`src/rtl/csr_file.sv`:
```
// csr_file: machine-mode CSR register file for the single-cycle RV64 core.
//
// Implemented CSRs: mstatus (0x300), mtvec (0x305), mepc (0x341),
// mcause (0x342), and optionally mscratch (0x340) when the macro
// CSR_MSCRATCH_EN is defined. Without the macro, 0x340 is unimplemented.
//
// Ports:
//   i_clk, i_rst            clock, asynchronous active-high reset
//   i_ren/i_raddr/o_rdata   combinational read port (0 when disabled/unimplemented)
//   i_wen/i_waddr/i_wdata   general synchronous write port (CSRRW/S/C results)
//   i_mepc_*, i_mcause_*,
//   i_mstatus_*             trap-update ports; these win over a general
//                           write to the same CSR in the same cycle
//   o_mtvec/o_mstatus/o_mepc continuous register views for the PC unit
module csr_file #(
  parameter int          XLEN        = 64,
  parameter int          CSR_ADDRW   = 12,
  parameter logic [63:0] MSTATUS_RST = 64'h0000_000a_0000_1800
) (
  input  logic                 i_clk,
  input  logic                 i_rst,
  input  logic                 i_ren,
  input  logic [CSR_ADDRW-1:0] i_raddr,
  output logic [XLEN-1:0]      o_rdata,
  input  logic                 i_wen,
  input  logic [CSR_ADDRW-1:0] i_waddr,
  input  logic [XLEN-1:0]      i_wdata,
  input  logic                 i_mepc_wen,
  input  logic [XLEN-1:0]      i_mepc_wdata,
  input  logic                 i_mcause_wen,
  input  logic [XLEN-1:0]      i_mcause_wdata,
  input  logic                 i_mstatus_wen,
  input  logic [XLEN-1:0]      i_mstatus_wdata,
  output logic [XLEN-1:0]      o_mtvec,
  output logic [XLEN-1:0]      o_mstatus,
  output logic [XLEN-1:0]      o_mepc
);

  localparam logic [CSR_ADDRW-1:0] ADDR_MSTATUS  = CSR_ADDRW'('h300);
  localparam logic [CSR_ADDRW-1:0] ADDR_MTVEC    = CSR_ADDRW'('h305);
  localparam logic [CSR_ADDRW-1:0] ADDR_MSCRATCH = CSR_ADDRW'('h340);
  localparam logic [CSR_ADDRW-1:0] ADDR_MEPC     = CSR_ADDRW'('h341);
  localparam logic [CSR_ADDRW-1:0] ADDR_MCAUSE   = CSR_ADDRW'('h342);

  logic [XLEN-1:0] mstatus, mtvec, mepc, mcause;

  // General-port address decode; trap ports are handled separately.
  logic gw_mstatus, gw_mtvec, gw_mepc, gw_mcause;
  assign gw_mstatus = i_wen && (i_waddr == ADDR_MSTATUS);
  assign gw_mtvec   = i_wen && (i_waddr == ADDR_MTVEC);
  assign gw_mepc    = i_wen && (i_waddr == ADDR_MEPC);
  assign gw_mcause  = i_wen && (i_waddr == ADDR_MCAUSE);

  always_ff @(posedge i_clk or posedge i_rst) begin
    if (i_rst) begin
      mstatus <= XLEN'(MSTATUS_RST);
      mtvec   <= '0;
      mepc    <= '0;
      mcause  <= '0;
    end else begin
      if (gw_mtvec) mtvec <= i_wdata;
      // Trap update is checked first so it takes priority on a collision.
      if (i_mstatus_wen)   mstatus <= i_mstatus_wdata;
      else if (gw_mstatus) mstatus <= i_wdata;
      if (i_mepc_wen)      mepc    <= i_mepc_wdata;
      else if (gw_mepc)    mepc    <= i_wdata;
      if (i_mcause_wen)    mcause  <= i_mcause_wdata;
      else if (gw_mcause)  mcause  <= i_wdata;
    end
  end

`ifdef CSR_MSCRATCH_EN
  logic [XLEN-1:0] mscratch;
  always_ff @(posedge i_clk or posedge i_rst) begin
    if (i_rst)                                   mscratch <= '0;
    else if (i_wen && i_waddr == ADDR_MSCRATCH)  mscratch <= i_wdata;
  end
`endif

  always_comb begin
    o_rdata = '0;
    if (i_ren) begin
      case (i_raddr)
        ADDR_MSTATUS:  o_rdata = mstatus;
        ADDR_MTVEC:    o_rdata = mtvec;
        ADDR_MEPC:     o_rdata = mepc;
        ADDR_MCAUSE:   o_rdata = mcause;
`ifdef CSR_MSCRATCH_EN
        ADDR_MSCRATCH: o_rdata = mscratch;
`endif
        default:       o_rdata = '0;
      endcase
    end
  end

  assign o_mtvec   = mtvec;
  assign o_mstatus = mstatus;
  assign o_mepc    = mepc;

endmodule

```
`config.mk`:
```
export PLATFORM = sky130hd
export DESIGN_NAME = csr_file
export DESIGN_NICKNAME = d
export VERILOG_FILES = /design/src/rtl/csr_file.sv
export SDC_FILE = /design/constraint.sdc
export NUM_CORES = 1
export LEC_CHECK = 0
export BUFFER_PORTS_ARGS = -buffer_cell sky130_fd_sc_hd__buf_2
export CORE_AREA = 5 5 206 208
export CTS_CLUSTER_DIAMETER = 200
export DETAILED_ROUTE_END_ITERATION = 16
export DIE_AREA = 0 0 211 213
export GPL_TIMING_DRIVEN = 1
export SLEW_MARGIN = 20
export SYNTH_ARGS = -nofsm -noshare
export SYNTH_HDL_FRONTEND = slang
export SYNTH_SLANG_ARGS = --single-unit
```
`constraint.sdc`:
```
create_clock -name i_clk -period 8.1 [get_ports i_clk]
set_input_delay 1.62 -clock i_clk [delete_from_list [all_inputs] [get_ports i_clk]]
set_output_delay 1.62 -clock i_clk [all_outputs]
set_load 0.01 [all_outputs]
```
==> out/metrics.csv <==
stage,metric,value,unit
synthesis,Post-Syn Instances,1261,
sta,Slew @ Worst Pin,1.13,ns
synthesis,"flops & latches, synth",256,
clock_network,Sinks on Clock Net,256,
critical_path,Worst setup EP type,output port,
synthesis,ys flop type,dfrtp_1,
final_layout,finished layout cell area,18200,um2
sta,minimum clock period,5.63,ns
sta,Final WS setup,2.47,ns
synthesis,"Seq/Total Area, Yosys",46.0,%
clock_network,Root Buffer,clkbuf_16,
critical_path,data required time at the worst endpoint,6.48,ns
clock_network,Max clock buf depth,3,
pwr,pwr/cell area,190,nW/um2
drt,Post-Route WL,54200,um
grt,initial antenna violation count,13,
synthesis,asr flop ratio synth,100,%
floorplanning,die area,44900,um2
floorplanning,Initial Utilization,34.5,%
sta,Final Hold Viols,0,
synthesis,distinct cell type count after synthesis,37,
floorplanning,die span in y,213,um
clock_network,"Reg clk slew, reported paths",0.06,ns
drt,detailed-route via count,12800,
placed_design,Setup WS pre-CTS,2.53,ns
final_layout,Synth-to-Final Area Change,30.4,%
drt,drt wl/cell,23.5,um
drt,"antenna viol nets, final",0,
critical_path,CP Class,primary input to output port,
clock_network,CTS HTree Levels,1,
sta,Max-slew headroom,24.7,%
critical_path,Startpoint Class,primary input,
placed_design,RD Place Congestion,0.906,
synthesis,YS warnings,0,
final_layout,ratio of cells with drive above 1 in the final layout,51.9,%
min_path,Hold Crit Class,flop to flop,
sta,RSZ-0062 raised after global routing,false,
floorplanning,die width,211,um
floorplanning,CORE AREA,40400,um2
synthesis,Post-Syn Area,13900,um2
clock_network,worst-skew pair later-pin latency,0.55,ns
critical_path,"Max FO, Critical Path",64,
final_layout,Final nets,2027,
pwr,Pleak,8.77,nW
clock_network,CTS tree,yes,
synthesis,Post-synth EDFFs,0,
critical_path,CP arrival,4.01,ns
final_layout,Layout Utilization,45.0,%
floorplanning,io pins,543,
grt,GR Overflow Total,0,
pwr,Peak supply drop,0.000148,V
outcome,status,completed,
floorplanning,std cell rows,74,
synthesis,Syn Area/Cell,11.0,um2
clock_network,Inserted Clock Buffers,30,
grt,largest net degree at the start of global routing,129,
sta,Setup TNS Final,0,ns
drt,residual DRC count,0,
sta,period utilization,69.5,%
sta,clock skew,0,ns
synthesis,Syn Nets,1548,
sta,# setup viols final,0,
clock_network,hold-fix buffer count after cts,0,
clock_network,Post-CTS Resized,0,
grt,GRT Util Overall,22.7,%
grt,vias in the first global route,12800,
sta,Slew Limit Fails,0,
placed_design,detailed-placement wirelength estimate,36700,um
placed_design,Port Buffers,542,
run,Max Cap Viol,0,
clock_network,# Post-CTS Setup Buffers,0,
drt,post-DR vias/cell,5.54,
drt,DRT iter0 DRCs,1075,
grt,first-pass GRT wire length,80000,um
placed_design,area of placed instances,17000,um2
sta,Achievable Freq,178,MHz
drt,drt first pass iters,6,
==> state kept, by name (all words and copies together), names as in the netlist <==
signal / cells
o_mtvec: 64
o_mstatus: 64
o_mepc: 64
mcause: 64
==> worst max-delay path: stages <==
cell	delay [ns]
buf_2	0.09
or4_1	0.63
nor3_2	0.19
buf_4	0.73
a22oi_1	0.22
a21oi_1	0.27
buf_2	0.19
==> cell usage in the layout (no fill, tap or decap), drive strengths merged, types with 5 or more instances in the layout <==
master	count
buf	560
mux2	270
dfrtp	252
nand2	135
a21oi	94
nand3b	65
a22o	64
nand3	63
or3b	63
a22oi	44
clkbuf	40
nor2b	25
nor2	23
a222oi	20
diode	8
bufinv	6
clkinv	6
clkinvlp	5
==> kinds of logic after synthesis <==
logic type	synth area share, %
AND/OR/NAND/NOR	16.4
multiplexers	22.6
AO/OA/AOI/OAI	11.5
flip-flops	46.0
buffers and inverters	3.49
==> routing by layer <==
layer	share of wire, %	track usage, %	vias up
li1	-	-	5598
met1	38	28.6	6370
met2	50	39.3	679
met3	8.6	5.02	102
met4	2.6	6.80	8
met5	0.089	0	-
==> per-stage QoR <==
stage          power [mW]  hold WS, ns  cells
6_report             3.44        0.517   2304
5_1_grt              3.57        0.535   2304
4_1_cts              3.48        0.520   2296
3_5_place_dp         1.96        0.511   2240
3_3_place_gp         1.95        0.507   2240
2_1_floorplan        1.72        0.496   1261
==> final cells by class <==
cell class              count  area (um2)
fillers                  3915       22200
multi-input cells         890        7070
flip-flops and latches    256        6410
repair buffers            560        2870
clock buffers              40         860
well taps                 532         666
clock inverters            16         248
diodes                      8        20.0
inverters                   2        11.3
==> cells in the mapped netlist, drive strengths merged (4+ instances only) <==
cell type,count,area (um2)
nor2,23,86.3
nand3,63,315
a21oi,94,470
dfrtp,252,6310
buf,19,125
nand2,135,507
dfstp,4,105
or3b,63,552
clkbuf,94,353
or4,4,37.5
a22oi,44,330
a22o,64,561
mux2,270,3150
nor2b,25,156
nand3b,65,488
a222oi,20,200
==> path summary, 6_finish.rpt <==
path	cells after the start	slack (ns)	start	end
setup / recovery	7	2.47	i_raddr[3]	o_rdata[40]
hold / removal	2	0.52	mcause[25]$_DFFE_PP0P_	mcause[25]$_DFFE_PP0P_
setup reg to reg	2	7.00	o_mstatus[13]$_DFFE_PP0P_	o_mstatus[13]$_DFFE_PP0P_
hold reg to reg	2	0.52	mcause[25]$_DFFE_PP0P_	mcause[25]$_DFFE_PP0P_
max in group asynchronous	4	5.32	i_rst	o_mepc[26]$_DFFE_PP0P_
min in group asynchronous	3	1.31	i_rst	mcause[8]$_DFFE_PP0P_
==> where the power goes <==
group          switching, mW  internal (mW)  total [mW]  leakage (nW)
logic                  0.243          0.243       0.486          5.08
clock network          0.568          0.936        1.50         0.532
registers             0.0788           1.37        1.45          3.15
Power figures use the tool's default switching activity.
